## config.mk

```make
export PLATFORM = sky130hd
export DESIGN_NAME = latrnq_bank_wr_ctrl
export DESIGN_NICKNAME = d
export VERILOG_FILES = /design/src/rtl/latrnq_ctrl_pkg.sv /design/src/rtl/latrnq_phase_timer.sv /design/src/rtl/latrnq_bank_wr_ctrl.sv
export SDC_FILE = /design/constraint.sdc
export NUM_CORES = 1
export LEC_CHECK = 0
export BUFFER_PORTS_ARGS = -buffer_cell sky130_fd_sc_hd__buf_4
export CAP_MARGIN = 25
export CORE_UTILIZATION = 45
export DETAILED_ROUTE_END_ITERATION = 7
export GPL_TIMING_DRIVEN = 0
export PLACE_DENSITY = 0.84
export SYNTH_ARGS = -nofsm -noshare
export SYNTH_HDL_FRONTEND = slang
export SYNTH_SLANG_ARGS = --single-unit
```

## constraint.sdc

```tcl
create_clock -name clk -period 1.8 [get_ports clk]
set_input_delay 0.27 -clock clk [delete_from_list [all_inputs] [get_ports clk]]
set_output_delay 0.27 -clock clk [all_outputs]
set_load 0.1 [all_outputs]
```

## src/rtl/latrnq_ctrl_pkg.sv

```systemverilog
// latrnq_ctrl_pkg: shared states, timing defaults and helpers for the latch bank write controller
package latrnq_ctrl_pkg;
  typedef enum logic [2:0] {IDLE, SETUP, PULSE, HOLD, CLR, REC} state_t;
  localparam int DEF_DW = 8;
  localparam int DEF_AW = 2;
  localparam int DEF_SETUP_CYC = 1;
  localparam int DEF_PULSE_CYC = 2;
  localparam int DEF_HOLD_CYC = 1;
  localparam int DEF_CLR_CYC = 2;
  localparam int DEF_REC_CYC = 1;
  function automatic int clog2(input int v);
    int r;
    r = 0;
    for (int i = 0; i < 31; i++) r = ((1 << i) < v) ? i + 1 : r;
    return r;
  endfunction
  function automatic int max2(input int a, input int b);
    return (a > b) ? a : b;
  endfunction
endpackage

```

## src/rtl/latrnq_phase_timer.sv

```systemverilog
// latrnq_phase_timer: loadable down-counter that flags when the current phase has run out
module latrnq_phase_timer #(
  parameter int W = 2
) (
  input  logic         clk,
  input  logic         rst,
  input  logic         load,
  input  logic [W-1:0] load_val,
  output logic         done
);
  logic [W-1:0] cnt;
  always_ff @(posedge clk) begin
    if (rst) cnt <= '0;
    else if (load) cnt <= load_val;
    else if (cnt != '0) cnt <= cnt - 1'b1;
  end
  assign done = (cnt == '0);
endmodule

```

## src/rtl/latrnq_bank_wr_ctrl.sv

```systemverilog
// latrnq_bank_wr_ctrl: sequences D/E/RN of a latch register bank with cycle-counted setup, hold and clear timing
module latrnq_bank_wr_ctrl
  import latrnq_ctrl_pkg::*;
#(
  parameter int DW        = DEF_DW,
  parameter int AW        = DEF_AW,
  parameter int SETUP_CYC = DEF_SETUP_CYC,
  parameter int PULSE_CYC = DEF_PULSE_CYC,
  parameter int HOLD_CYC  = DEF_HOLD_CYC,
  parameter int CLR_CYC   = DEF_CLR_CYC,
  parameter int REC_CYC   = DEF_REC_CYC
) (
  input  logic                 clk,
  input  logic                 rst,
  input  logic                 wreq,
  input  logic [AW-1:0]        waddr,
  input  logic [DW-1:0]        wdata,
  output logic                 wack,
  input  logic                 clrreq,
  output logic                 clrack,
  output logic                 busy,
  output logic [DW-1:0]        ld,
  output logic [(1<<AW)-1:0]   le,
  output logic                 lrn
);
  localparam int ROWS = 1 << AW;
  localparam int CW = clog2(max2(max2(max2(SETUP_CYC, PULSE_CYC), max2(HOLD_CYC, CLR_CYC)), REC_CYC) + 1);
  if (SETUP_CYC < 1 || PULSE_CYC < 1 || HOLD_CYC < 1 || CLR_CYC < 1 || REC_CYC < 1) begin : g_bad_cyc
    $error("latrnq_bank_wr_ctrl: every *_CYC parameter must be at least 1");
  end
  state_t          state, nxt;
  logic [AW-1:0]   addr;
  logic            from_clr;
  logic            load;
  logic [CW-1:0]   load_val;
  logic            done;
  logic [ROWS-1:0] one_hot;
  latrnq_phase_timer #(.W(CW)) u_timer (
    .clk      (clk),
    .rst      (rst),
    .load     (load),
    .load_val (load_val),
    .done     (done)
  );
  // The ack cycle is a bubble so a level requester can drop its request in time.
  always_comb begin
    nxt = state;
    case (state)
      IDLE:    nxt = (wack || clrack) ? IDLE : clrreq ? CLR : wreq ? SETUP : IDLE;
      SETUP:   nxt = done ? PULSE : SETUP;
      PULSE:   nxt = done ? HOLD : PULSE;
      HOLD:    nxt = done ? IDLE : HOLD;
      CLR:     nxt = done ? REC : CLR;
      REC:     nxt = (done && lrn) ? IDLE : REC;
      default: nxt = IDLE;
    endcase
  end
  // REC with lrn still low is the first cycle out of reset: start the recovery count there.
  assign load = (nxt != IDLE) && ((nxt != state) || (state == REC && !lrn));
  assign load_val = (nxt == SETUP) ? CW'(SETUP_CYC - 1) :
                    (nxt == PULSE) ? CW'(PULSE_CYC - 1) :
                    (nxt == HOLD)  ? CW'(HOLD_CYC - 1)  :
                    (nxt == CLR)   ? CW'(CLR_CYC - 1)   : CW'(REC_CYC - 1);
  assign one_hot = ROWS'(1) << addr;
  always_ff @(posedge clk) begin
    if (rst) begin
      state    <= REC;
      addr     <= '0;
      from_clr <= 1'b0;
      ld       <= '0;
      le       <= '0;
      lrn      <= 1'b0;
      wack     <= 1'b0;
      clrack   <= 1'b0;
      busy     <= 1'b1;
    end else begin
      state    <= nxt;
      busy     <= (nxt != IDLE);
      wack     <= (state == HOLD) && (nxt == IDLE);
      clrack   <= (state == REC) && (nxt == IDLE) && from_clr;
      le       <= (nxt == PULSE) ? one_hot : '0;
      lrn      <= (nxt != CLR);
      from_clr <= (nxt == CLR) ? 1'b1 : (nxt == IDLE) ? 1'b0 : from_clr;
      if (state == IDLE && nxt == SETUP) begin
        ld   <= wdata;
        addr <= waddr;
      end
    end
  end
endmodule
```

==> Word-level counts from Yosys, hierarchy flattened <==
Cells that the tools add are included.
{ "totals": {"regBits": 24, "input_bits": 14, "output_inout_bits": 16, "elab_cells": 59} }
{ "classes": {"n_addsub": 1, "eq_ne": 11, "n_shift": 1, "n_mux": 17, "bitwise": 1, "reduce_logical": 18} }
{ "ops": {"columns": ["operator", "count"], "rows": [
  ["3-bit case mux with 6 select lines", 1],
  ["3-bit by 2-bit == test with 1-bit output (second input constant)", 4],
  ["3-bit == test (second input constant)", 3],
  ["1-bit two-way mux", 9],
  ["3-bit two-way mux", 3],
  ["2-bit two-way mux", 4],
  ["1-bit logical AND", 7],
  ["3-bit by 1-bit == test with 1-bit output (second input constant)", 2],
  ["3-bit zero test", 2],
  ["2-bit nonzero test", 3],
  ["1-bit by 2-bit left shift with 4-bit output (first input constant)", 1],
  ["3-bit != test", 1],
  ["3-bit != test (second input constant)", 1],
  ["3-bit nonzero test", 1],
  ["2-bit zero test", 1],
  ["1-bit logical OR", 2],
  ["2-bit OR reduction", 1],
  ["2-bit by 1-bit subtractor with 2-bit output (second input constant)", 1],
  ["1-bit zero test", 1],
  ["1-bit inverter", 1]
]} }

==> Longest topological paths before layout <==
Gate-level depths: netlist (run 1).
{ "logic_depth": {"depth_word": 10, "ltp_mapped": 8, "mapped_depth_nobuf": 7} }

==> Modules after synthesis <==
From an unflattened synthesis (run 1), not the netlist that was laid out.
{ "hier_totals": {"hier_cells": 102, "hier_area_um2": 999.7} }
{ "by_module_without_submodules": {"columns": ["mod", "instances", "cells_each", "area_per_inst_um2", "seq_area_each_um2"], "rows": [
  ["latrnq_bank_wr_ctrl", 1, 90, 878.3, 440.4],
  ["latrnq_phase_timer", 1, 12, 121.4, 40.0]
]} }

==> Least setup slack after synthesis (run 1) <==
No wires, ideal clock.
{ "synth_path": {"path_type": "reg2reg", "start": "register lrn", "end": "register le[1]", "setup_time_ns": 0.087, "arrival_time_ns": 2.208, "required_ns": 1.713, "setup_slack_ns": -0.495, "path_stages_with_launch": 7, "path_buffers": 1, "cell_sequence": "dfxtp_1 nand2b_1 a21oi_1 o21ba_4 or3_1 buf_2 nor4b_2"} }
{ "synth_between": {"elab_chain_len": 6} }
{ "synth_lines": {"columns": ["element", "line_no", "source"], "rows": [
  ["start: declaration", "latrnq_bank_wr_ctrl.sv:24", "output logic lrn"],
  ["start signal: assignment", "latrnq_bank_wr_ctrl.sv:82", "lrn <= (nxt != CLR);"],
  ["1-bit logical AND", "latrnq_bank_wr_ctrl.sv:54", "REC: nxt = (done && lrn) ? IDLE : REC;"],
  ["3-bit two-way mux", "latrnq_bank_wr_ctrl.sv:54", null],
  ["3-bit case mux with 6 select lines", "latrnq_bank_wr_ctrl.sv:48", "case (state)"],
  ["3-bit by 2-bit == test with 1-bit output", "latrnq_bank_wr_ctrl.sv:81", "le <= (nxt == PULSE) ? one_hot : '0;"],
  ["1-bit inverter (no source line)", null, null],
  ["2-bit OR reduction (no source line)", null, null],
  ["end signal: assignment", "latrnq_bank_wr_ctrl.sv:81", null],
  ["end: declaration", "latrnq_bank_wr_ctrl.sv:23", "output logic [(1<<AW)-1:0] le,"]
]} }
No other way between the ends.
A chain may end at the register's enable or synchronous reset.

==> Worst setup path after layout (run 1) <==
{ "layout_path": {"start": "register state[0]", "end": "register addr[0]"} }
{ "layout_between": {"elab_chain_len": 4} }
{ "layout_lines": {"columns": ["element", "line_no", "source"], "rows": [
  ["start: declaration", "latrnq_bank_wr_ctrl.sv:31", "state_t state, nxt;"],
  ["start signal: assignment", "latrnq_bank_wr_ctrl.sv:77", "state <= nxt;"],
  ["3-bit == test, or another cell as far along", "latrnq_bank_wr_ctrl.sv:48", null],
  ["3-bit case mux with 6 select lines", "latrnq_bank_wr_ctrl.sv:48", null],
  ["3-bit by 1-bit == test with 1-bit output", "latrnq_bank_wr_ctrl.sv:84", "if (state == IDLE && nxt == SETUP) begin"],
  ["1-bit logical AND *", "latrnq_bank_wr_ctrl.sv:84", null],
  ["end signal: assignment", "latrnq_bank_wr_ctrl.sv:86", "addr <= waddr;"],
  ["end: declaration", "latrnq_bank_wr_ctrl.sv:32", "logic [AW-1:0] addr;"]
]} }
Every way passes the cells marked *; elsewhere a longest branch is shown, timed or not.

==> impl_metrics.tcl, run 1 <==
set metrics [dict create \
    status "finished, violations left" \
    violations "negative setup slack" \
    ff2ff_path_depth 5 \
    ys_ff_latch 24 \
    worst_pin_slew_ps 394 \
    worstPathMaxFanout 5 \
    crit_path_end_kind "flop" \
    rsz0062_at_grt "true" \
    drive_gt1_frac 0.420 \
    syn_to_final_growth_pct 38.9 \
    hold_viol 0 \
    synth_top_family_by_area "simple AND/OR/NAND/NOR gates" \
    portBuffers 29 \
    antenna_found_initial 0 \
    reg2reg_to "addr[0]" \
    cts-root-buf "clkbuf_4" \
    start_kind "flop" \
    drt-initial-drc-count 15 \
    vias_per_cell 5.41 \
    crit_chain "or4_4 -> nor4b_4 -> buf_4 -> mux2i_1 -> nor2_1" \
    drv_cap 0 \
    critical-path-top-delay-family "simple AND/OR/NAND/NOR gates" \
    numCtsBuffers 3 \
    maxSlewViolCount 0 \
    start_util 0.490 \
    die_x_um 51.8 \
    grt_max_degree 15 \
    power.clock.fraction 0.139 \
    n_antenna_cell 0 \
    p_switching_mw 1.07 \
    placed_cell_area_um2 1400 \
    power.density_nw_per_um2 1580 \
    fin_crit_ps 1870 \
    cts_sinks 24 \
    gp_congestion 0.886 \
    grt_pass1_wl_um 4240 \
    dpl.hpwl_um 1830 \
    power_frac_comb 0.574 \
    ctsHtreeMaxLevel 1 \
    overflow 0 \
    slowest_stage "or4_4" \
    num_rows 17 \
    holdPathStages 3 \
    ant_nets 0 \
    clock_path_buffers 2 \
    post_drt_wl_per_cell_um 14.3 \
    required_ps 2030 \
    synth_fa_ha_area_frac 0.0224 \
    synth_nets 135 \
    setup_ws_ps -68.0 \
    max_freq_ghz 0.535 \
    netlist_top_cells_area "dfxtp_1, mux2i_1, nor2_1, nand2b_1, nand2_1" \
    cell_internal_pwr_mw 1.37 \
    swShare 0.439 \
    synth_edf_count 0 \
    cts_tree "built" \
    cp.depth 5 \
    hold_path_class "in -> reg" \
    async_flop_share 0 \
    stdcell_count 185 \
    cp.arrival_ps 2090 \
    synth_top_cell_area_share 0.431 \
    pin_count 30 \
    syn_avg_cell_area_um2 9.37 \
    nets 174 \
    ys_types 37 \
    die_h_um 51.8 \
    rr_startpoint "state[0]" \
    setup_viol_count_final 9 \
    cp-endpoint "addr[0]" \
    max-vdd-ir-drop_mv 0.969 \
    drc_errors 0 \
    critPathMaxStageDelay_ps 560 \
    first_global_vias 959 \
    dieArea_um2 2680 \
    yosys_warnings 0 \
    pre_cts_slack_ps -252 \
    synthSimpleGateAreaFrac 0.245 \
    ctsHoldBuffers 0 \
    whs_ps 173 \
    cts.clk_slew.worst_paths_ps 150 \
    synth-compound-area-share 0.147 \
    ys.flop_type "dfxtp_1" \
    critPathKind "reg -> reg" \
    startpoint "state[0]" \
    period_share 1.04 \
    rrSetupSlack_ps -70 \
    track_usage 0.219 \
    dr.pass1.iters 4 \
    core_area_um2 2280 \
    synth_top_cell_by_area "dfxtp_1" \
    power_frac_seq 0.287 \
    slew_headroom 0.736 \
    leakagePower_nw 0.609 \
    path_buf_inv 1 \
    synth-xor-area-share 0.0157 \
    finish.instance_area_um2 1550 \
    skew_ps 18.0 \
    synthCells 119 \
    wirelength_um 2650 \
    synth_seq_area_share 0.431 \
    dp.cells 176 \
    clk_latency_ps 330 \
    synth_area_um2 1110 \
    vias 1001 \
    synth_mux_area_frac 0.0898 \
]
worst min-delay path by stage:
stage                     startpoint     end  slack, ps
after floorplan             from_clr  clrack        400
after global placement      from_clr  clrack        410
after detailed placement    from_clr  clrack        420
after CTS                   wdata[3]   ld[3]        170
after global routing        wdata[3]   ld[3]        170
final                       wdata[3]   ld[3]        170
stage by stage:
stage	util	total power [mW]	setup TNS (ps)
4_1_cts	0.667	2.37	-428
2_1_floorplan	-	1.67	-260
6_report	0.681	2.45	-206
3_3_place_gp	0.616	1.87	-920
5_1_grt	0.681	2.59	-1050
3_5_place_dp	0.616	1.90	-1680
placed cells by master (no fill, tap or decap), types with 2 or more instances in the layout:
master | netlist | layout
buf_6 | 1 | 2
nand4b_1 | 2 | 2
nand2b_1 | 6 | 6
nor4_2 | 0 | 2
nor2_1 | 19 | 19
dfxtp_1 | 24 | 18
nor3_1 | 3 | 3
a21boi_0 | 2 | 2
o21ai_0 | 4 | 3
nand2_1 | 9 | 9
clkbuf_1 | 4 | 2
dfxtp_4 | 0 | 2
ha_4 | 0 | 2
dfxtp_2 | 0 | 4
clkbuf_4 | 0 | 3
mux2i_1 | 10 | 9
buf_4 | 1 | 36
a21oi_1 | 4 | 4
power groups by stage:
stage	registers, mW	clock network [mW]	logic (mW)
after floorplan	0.926	0	0.746
after global placement	0.697	0	1.17
after detailed placement	0.703	0	1.20
after CTS	0.695	0.351	1.33
after global routing	0.715	0.365	1.51
final	0.701	0.341	1.40
layout make-up:
cell class	count	area, um2
flip-flops and latches	24	493
well taps	28	35.0
inverters	3	13.8
fillers	171	727
clock buffers	4	47.5
plain buffers	6	40.0
repair buffers	36	270
multi-input cells	84	649
registers in the layout (all words and copies together) (netlist names):
signal	flops
lrn	1
le	4
busy	1
addr	2
from_clr	1
wack	1
clrack	1
ld	8
u_timer.cnt	2
state	3
cells by family after synthesis:
group	after synthesis
AND/OR/NAND/NOR	50
XOR/XNOR	2
AO/OA/AOI/OAI	20
buffers and inverters	11
multiplexers	10
flip-flops	24
adder cells (fa/ha/maj)	2
routing by layer:
| layer | track usage | wire (um) |
|---|---|---|
| met3 | 0.0468 | 139 |
| met4 | 0.131 | 59 |
| met2 | 0.381 | 1380 |
| met5 | 0 | 0 |
| met1 | 0.243 | 1070 |
tightest hold or removal path: cells and delay by family:
kind | cells | cell delay, ps
buffers and inverters | 1 | 80
muxes | 1 | 60
and+or+nand+nor | 1 | 70
synth_stat cells, types with 2 or more instances:
library cell / count
dfxtp_1: 24
nor2_1: 19
mux2i_1: 10
nand2_1: 9
nand2b_1: 6
a21oi_1: 4
clkbuf_1: 4
o21ai_0: 4
inv_1: 3
nor3_1: 3
a21boi_0: 2
buf_2: 2
ha_1: 2
nand4b_1: 2
nor4_1: 2
nor4b_2: 2
repair_timing:
action | CTS | global route
gates resized for setup | 10 | 8
gates cloned | 1 | 0
pin swaps | 5 | 6
endpoints found under the setup margin | 15 | 19
buffers inserted | 6 | 0
Power figures use the tool's default switching activity.
==> run 2: changes to the inputs <==
--- a/config.mk
+++ b/config.mk
@@ -14,3 +14,4 @@
 export SYNTH_ARGS = -nofsm -noshare
 export SYNTH_HDL_FRONTEND = slang
 export SYNTH_SLANG_ARGS = --single-unit
+export TNS_END_PERCENT = 1
==> impl_metrics.tcl, run 2 (synthesis gave the netlist of run 1 again) <==
set metrics [dict create \
    hold_viol 0 \
    die_h_um 51.8 \
    dr.pass1.iters 4 \
    grt_pass1_wl_um 4210 \
    nets 177 \
    whs_ps 174 \
    gr-usage-met2 0.366 \
    drv_cap 0 \
    max_freq_ghz 0.548 \
    start_util 0.490 \
    dpl.hpwl_um 1770 \
    leakagePower_nw 0.628 \
    ant_nets 0 \
    crit_chain "or4_4 -> nor4b_4 -> buf_4 -> buf_6 -> mux2i_1 -> nor2_1" \
    track_usage 0.214 \
    mostFrequentLayoutCell "buf_4" \
    cts_tree "built" \
    final_cell_mix "buf_4, nor2_1, dfxtp_1" \
    ctsHtreeMaxLevel 1 \
    fin_crit_ps 1820 \
    antenna_found_initial 0 \
    portBuffers 29 \
    setup_ws_ps -23.6 \
    num_rows 17 \
    clk_latency_ps 320 \
    max-vdd-ir-drop_mv 1.06 \
    drc_errors 0 \
    overflow 0 \
    pin_count 30 \
    numCtsBuffers 3 \
    skew_ps 3.61 \
    vias 1014 \
    core_area_um2 2280 \
    cp.arrival_ps 2040 \
    dieArea_um2 2680 \
    grt_max_degree 15 \
    slowest_stage "or4_4" \
    setup_viol_count_final 3 \
    slew_headroom 0.709 \
    met3_usage 0.0497 \
    top_register "ld" \
    path_buf_inv 2 \
    period_share 1.01 \
    power.density_nw_per_um2 1560 \
    first_global_vias 938 \
    critPathKind "reg -> reg" \
    grt.busiest_layer "met2" \
    wirelength_um 2620 \
    rsz0062_at_grt "true" \
    hold_path_class "in -> reg" \
    crit_path_end_kind "flop" \
    drive_gt1_frac 0.431 \
    dp.cells 176 \
    top_regs "ld x8, le x4, state x3" \
    largest_reg_flops 8 \
    drt-initial-drc-count 10 \
    maxSlewViolCount 0 \
    die_x_um 51.8 \
    n_antenna_cell 0 \
    post_drt_wl_per_cell_um 13.9 \
    violations "negative setup slack" \
    syn_to_final_growth_pct 42.8 \
    stdcell_count 188 \
    critPathMaxStageDelay_ps 560 \
    vias_per_cell 5.39 \
    status "finished, violations left" \
    worstPathMaxFanout 5 \
    gp_congestion 0.855 \
    required_ps 2010 \
    start_kind "flop" \
    clock_path_buffers 2 \
    worst_pin_slew_ps 437 \
    critical-path-top-delay-family "simple AND/OR/NAND/NOR gates" \
    met1_usage 0.265 \
    cts-root-buf "clkbuf_4" \
    cts_sinks 24 \
    cts.clk_slew.worst_paths_ps 140 \
]
run 2: final cells by class:
class / instances / area, um2
buffer: 6 / 40.0
sequential: 24 / 493
multi-input combinational: 84 / 666
clock buffer: 4 / 47.5
fill: 171 / 684
timing repair buffer: 39 / 297
inverter: 3 / 13.8
tap: 28 / 35.0
run 2: final timing paths:
kind | depth (start not counted) | slack (ps) | startpoint | to
max | 6 | -20 | state[0] | ld[5]
min | 3 | 170 | wdata[2] | ld[2]
max reg2reg | 6 | -20 | state[0] | ld[5]
min reg2reg | 2 | 440 | from_clr | clrack
run 2: repair_timing:
action / 4_1_cts / 5_1_grt
hold buffers: 0 / 0
resized for setup: 14 / 8
endpoints found under the hold margin: 0 / 0
setup endpoints to repair: 16 / 18
setup buffers: 8 / 1
gates cloned: 1 / 0
pin swaps: 5 / 6
run 2: report_power, final:
part | total (mW) | leakage, nW | internal (mW) | switching (mW)
Clock | 0.341 | 0.0261 | 0.170 | 0.171
Combinational | 1.43 | 0.404 | 0.586 | 0.848
Sequential | 0.704 | 0.197 | 0.632 | 0.0714
Total | 2.48 | 0.628 | 1.39 | 1.09
run 2: layer usage:
layer / routed length [um] / up-vias
met5: 0 / -
met4: 10 / 0
met3: 162 / 2
met2: 1310 / 39
met1: 1130 / 476
li1: - / 497
run 2: through the flow:
step | utilization | instance area [um2] | total power [mW] | TNS, ps | worst slack (ps)
global placement | 0.610 | 1390 | 1.87 | -2480 | -218
CTS | 0.677 | 1540 | 2.39 | -35.9 | -32.8
finish | 0.699 | 1590 | 2.48 | -41.3 | -23.6
floorplan | - | 1140 | 1.67 | -973 | -124
detailed placement | 0.610 | 1390 | 1.90 | -3000 | -282
global route | 0.699 | 1590 | 2.63 | -916 | -101
run 2: worst register-to-register path, delay by kind of cell, from the launching register on:
family,cells,cell delay (ps)
AND/OR/NAND/NOR,3,870
flip-flops,1,340
multiplexers,1,210
buffers and inverters,2,310
==> run 3: changes to the inputs <==
--- a/config.mk
+++ b/config.mk
@@ -5,11 +5,12 @@
 export SDC_FILE = /design/constraint.sdc
 export NUM_CORES = 1
 export LEC_CHECK = 0
-export BUFFER_PORTS_ARGS = -buffer_cell sky130_fd_sc_hd__buf_4
+export BUFFER_PORTS_ARGS = -buffer_cell sky130_fd_sc_hd__buf_2
 export CAP_MARGIN = 25
 export CORE_UTILIZATION = 45
 export DETAILED_ROUTE_END_ITERATION = 7
 export GPL_TIMING_DRIVEN = 0
+export HOLD_SLACK_MARGIN = 0.02
 export PLACE_DENSITY = 0.84
 export SYNTH_ARGS = -nofsm -noshare
 export SYNTH_HDL_FRONTEND = slang
==> impl_metrics.tcl, run 3 (synthesis gave the netlist of run 1 again) <==
set metrics [dict create \
    status "finished, violations left" \
    slew_headroom 0.673 \
    final_cell_mix "buf_2, nor2_1, dfxtp_1" \
    cts_sinks 24 \
    worstPathMaxFanout 5 \
    dr.pass1.iters 4 \
    drt-initial-drc-count 23 \
    die_h_um 51.8 \
    setup_viol_count_final 2 \
    cts_tree "built" \
    leakagePower_nw 0.587 \
    crit_path_end_kind "flop" \
    whs_ps 184 \
    portBuffers 29 \
    start_util 0.490 \
    largest_reg_flops 8 \
    syn_to_final_growth_pct 29.3 \
    numCtsBuffers 3 \
    grt_pass1_wl_um 3790 \
    drv_cap 0 \
    num_rows 17 \
    start_kind "flop" \
    nets 172 \
    max_freq_ghz 0.550 \
    drive_gt1_frac 0.387 \
    mostFrequentLayoutCell "buf_2" \
    clock_path_buffers 2 \
    setup_ws_ps -16.9 \
    core_area_um2 2280 \
    wirelength_um 2440 \
    cts.clk_slew.worst_paths_ps 130 \
    fin_total_pwr_mw 2.37 \
    critPathKind "reg -> reg" \
    skew_ps 2.20 \
    dieArea_um2 2680 \
    clk_latency_ps 310 \
    ctsHtreeMaxLevel 1 \
    fin_crit_ps 1820 \
    violations "negative setup slack" \
    vias_per_cell 5.37 \
    ctsHoldBuffers 0 \
    cts-root-buf "clkbuf_4" \
    ant_nets 0 \
    required_ps 2000 \
    overflow 0 \
    dpl.hpwl_um 1730 \
    period_share 1.01 \
    die_x_um 51.8 \
    vias 983 \
    drc_errors 0 \
    grt_max_degree 15 \
    pin_count 30 \
    first_global_vias 854 \
    top_regs "ld x8, le x4, state x3" \
    cp.arrival_ps 2020 \
    track_usage 0.193 \
    worst_pin_slew_ps 493 \
    power.density_nw_per_um2 1650 \
    rsz0062_at_grt "true" \
    max-vdd-ir-drop_mv 0.921 \
    hold_viol 0 \
    antenna_found_initial 0 \
    n_antenna_cell 0 \
    fin_setup_tns_ps -28.5 \
    hold_path_class "in -> reg" \
    gp_congestion 0.891 \
    post_drt_wl_per_cell_um 13.3 \
    top_register "ld" \
    maxSlewViolCount 0 \
]
## run 3: cell types whose count changed in the layout (fill, tap and decap cells not counted), sizes merged
cell	previous run	this run
buf	42	37
clkbuf	7	6
bufinv	0	1
## run 3: area by class of cell
| cell class | count | area [um2] |
|---|---|---|
| fill | 173 | 835 |
| multi-input combinational | 84 | 623 |
| sequential | 24 | 493 |
| timing repair buffer | 34 | 186 |
| buffer | 6 | 40.0 |
| tap | 28 | 35.0 |
| clock inverter | 1 | 30.0 |
| clock buffer | 3 | 22.5 |
| inverter | 3 | 11.3 |
## run 3: path summary, 6_finish.rpt
| kind | startpoint | to | slack (ps) | cells past startpoint |
|---|---|---|---|---|
| worst max-delay path | state[0] | ld[5] | -20 | 5 |
| worst min-delay path | wdata[3] | ld[3] | 180 | 3 |
| worst max register to register | state[0] | ld[5] | -20 | 5 |
| worst min register to register | from_clr | clrack | 430 | 2 |
## run 3: through the flow
| step | utilization | worst slack, ps | std cells | instance area [um2] |
|---|---|---|---|---|
| after floorplan | - | -124 | 119 | 1140 |
| after global placement | 0.578 | -211 | 176 | 1320 |
| after detailed placement | 0.578 | -236 | 176 | 1320 |
| after CTS | 0.626 | -2.58 | 183 | 1420 |
| after global routing | 0.633 | -107 | 183 | 1440 |
| final | 0.633 | -16.9 | 183 | 1440 |
## run 3: per-layer routing
metal / up-vias / global-route usage / part of all wire
met4: 0 / 0.0766 / 0.0070
met2: 30 / 0.325 / 0.51
met1: 465 / 0.229 / 0.44
met5: - / 0 / 0
met3: 2 / 0.0585 / 0.045
li1: 486 / - / -
## run 3: where the power goes
group | internal [mW] | switching [mW]
Combinational | 0.496 | 0.792
Sequential | 0.632 | 0.0644
Clock | 0.225 | 0.164
## run 3: repair_timing
item / in CTS / in global routing
setup endpoints to repair: 15 / 15
gates resized for setup: 9 / 5
gates cloned: 1 / 0
pin swaps: 4 / 1
setup buffers: 4 / 0
## run 3: critical path, stage by stage (launching register included)
cell and delay, ps:
dfxtp_1 340, or4_4 560, nor4b_4 360, buf_6 190, mux2i_1 200, nor2_1 60
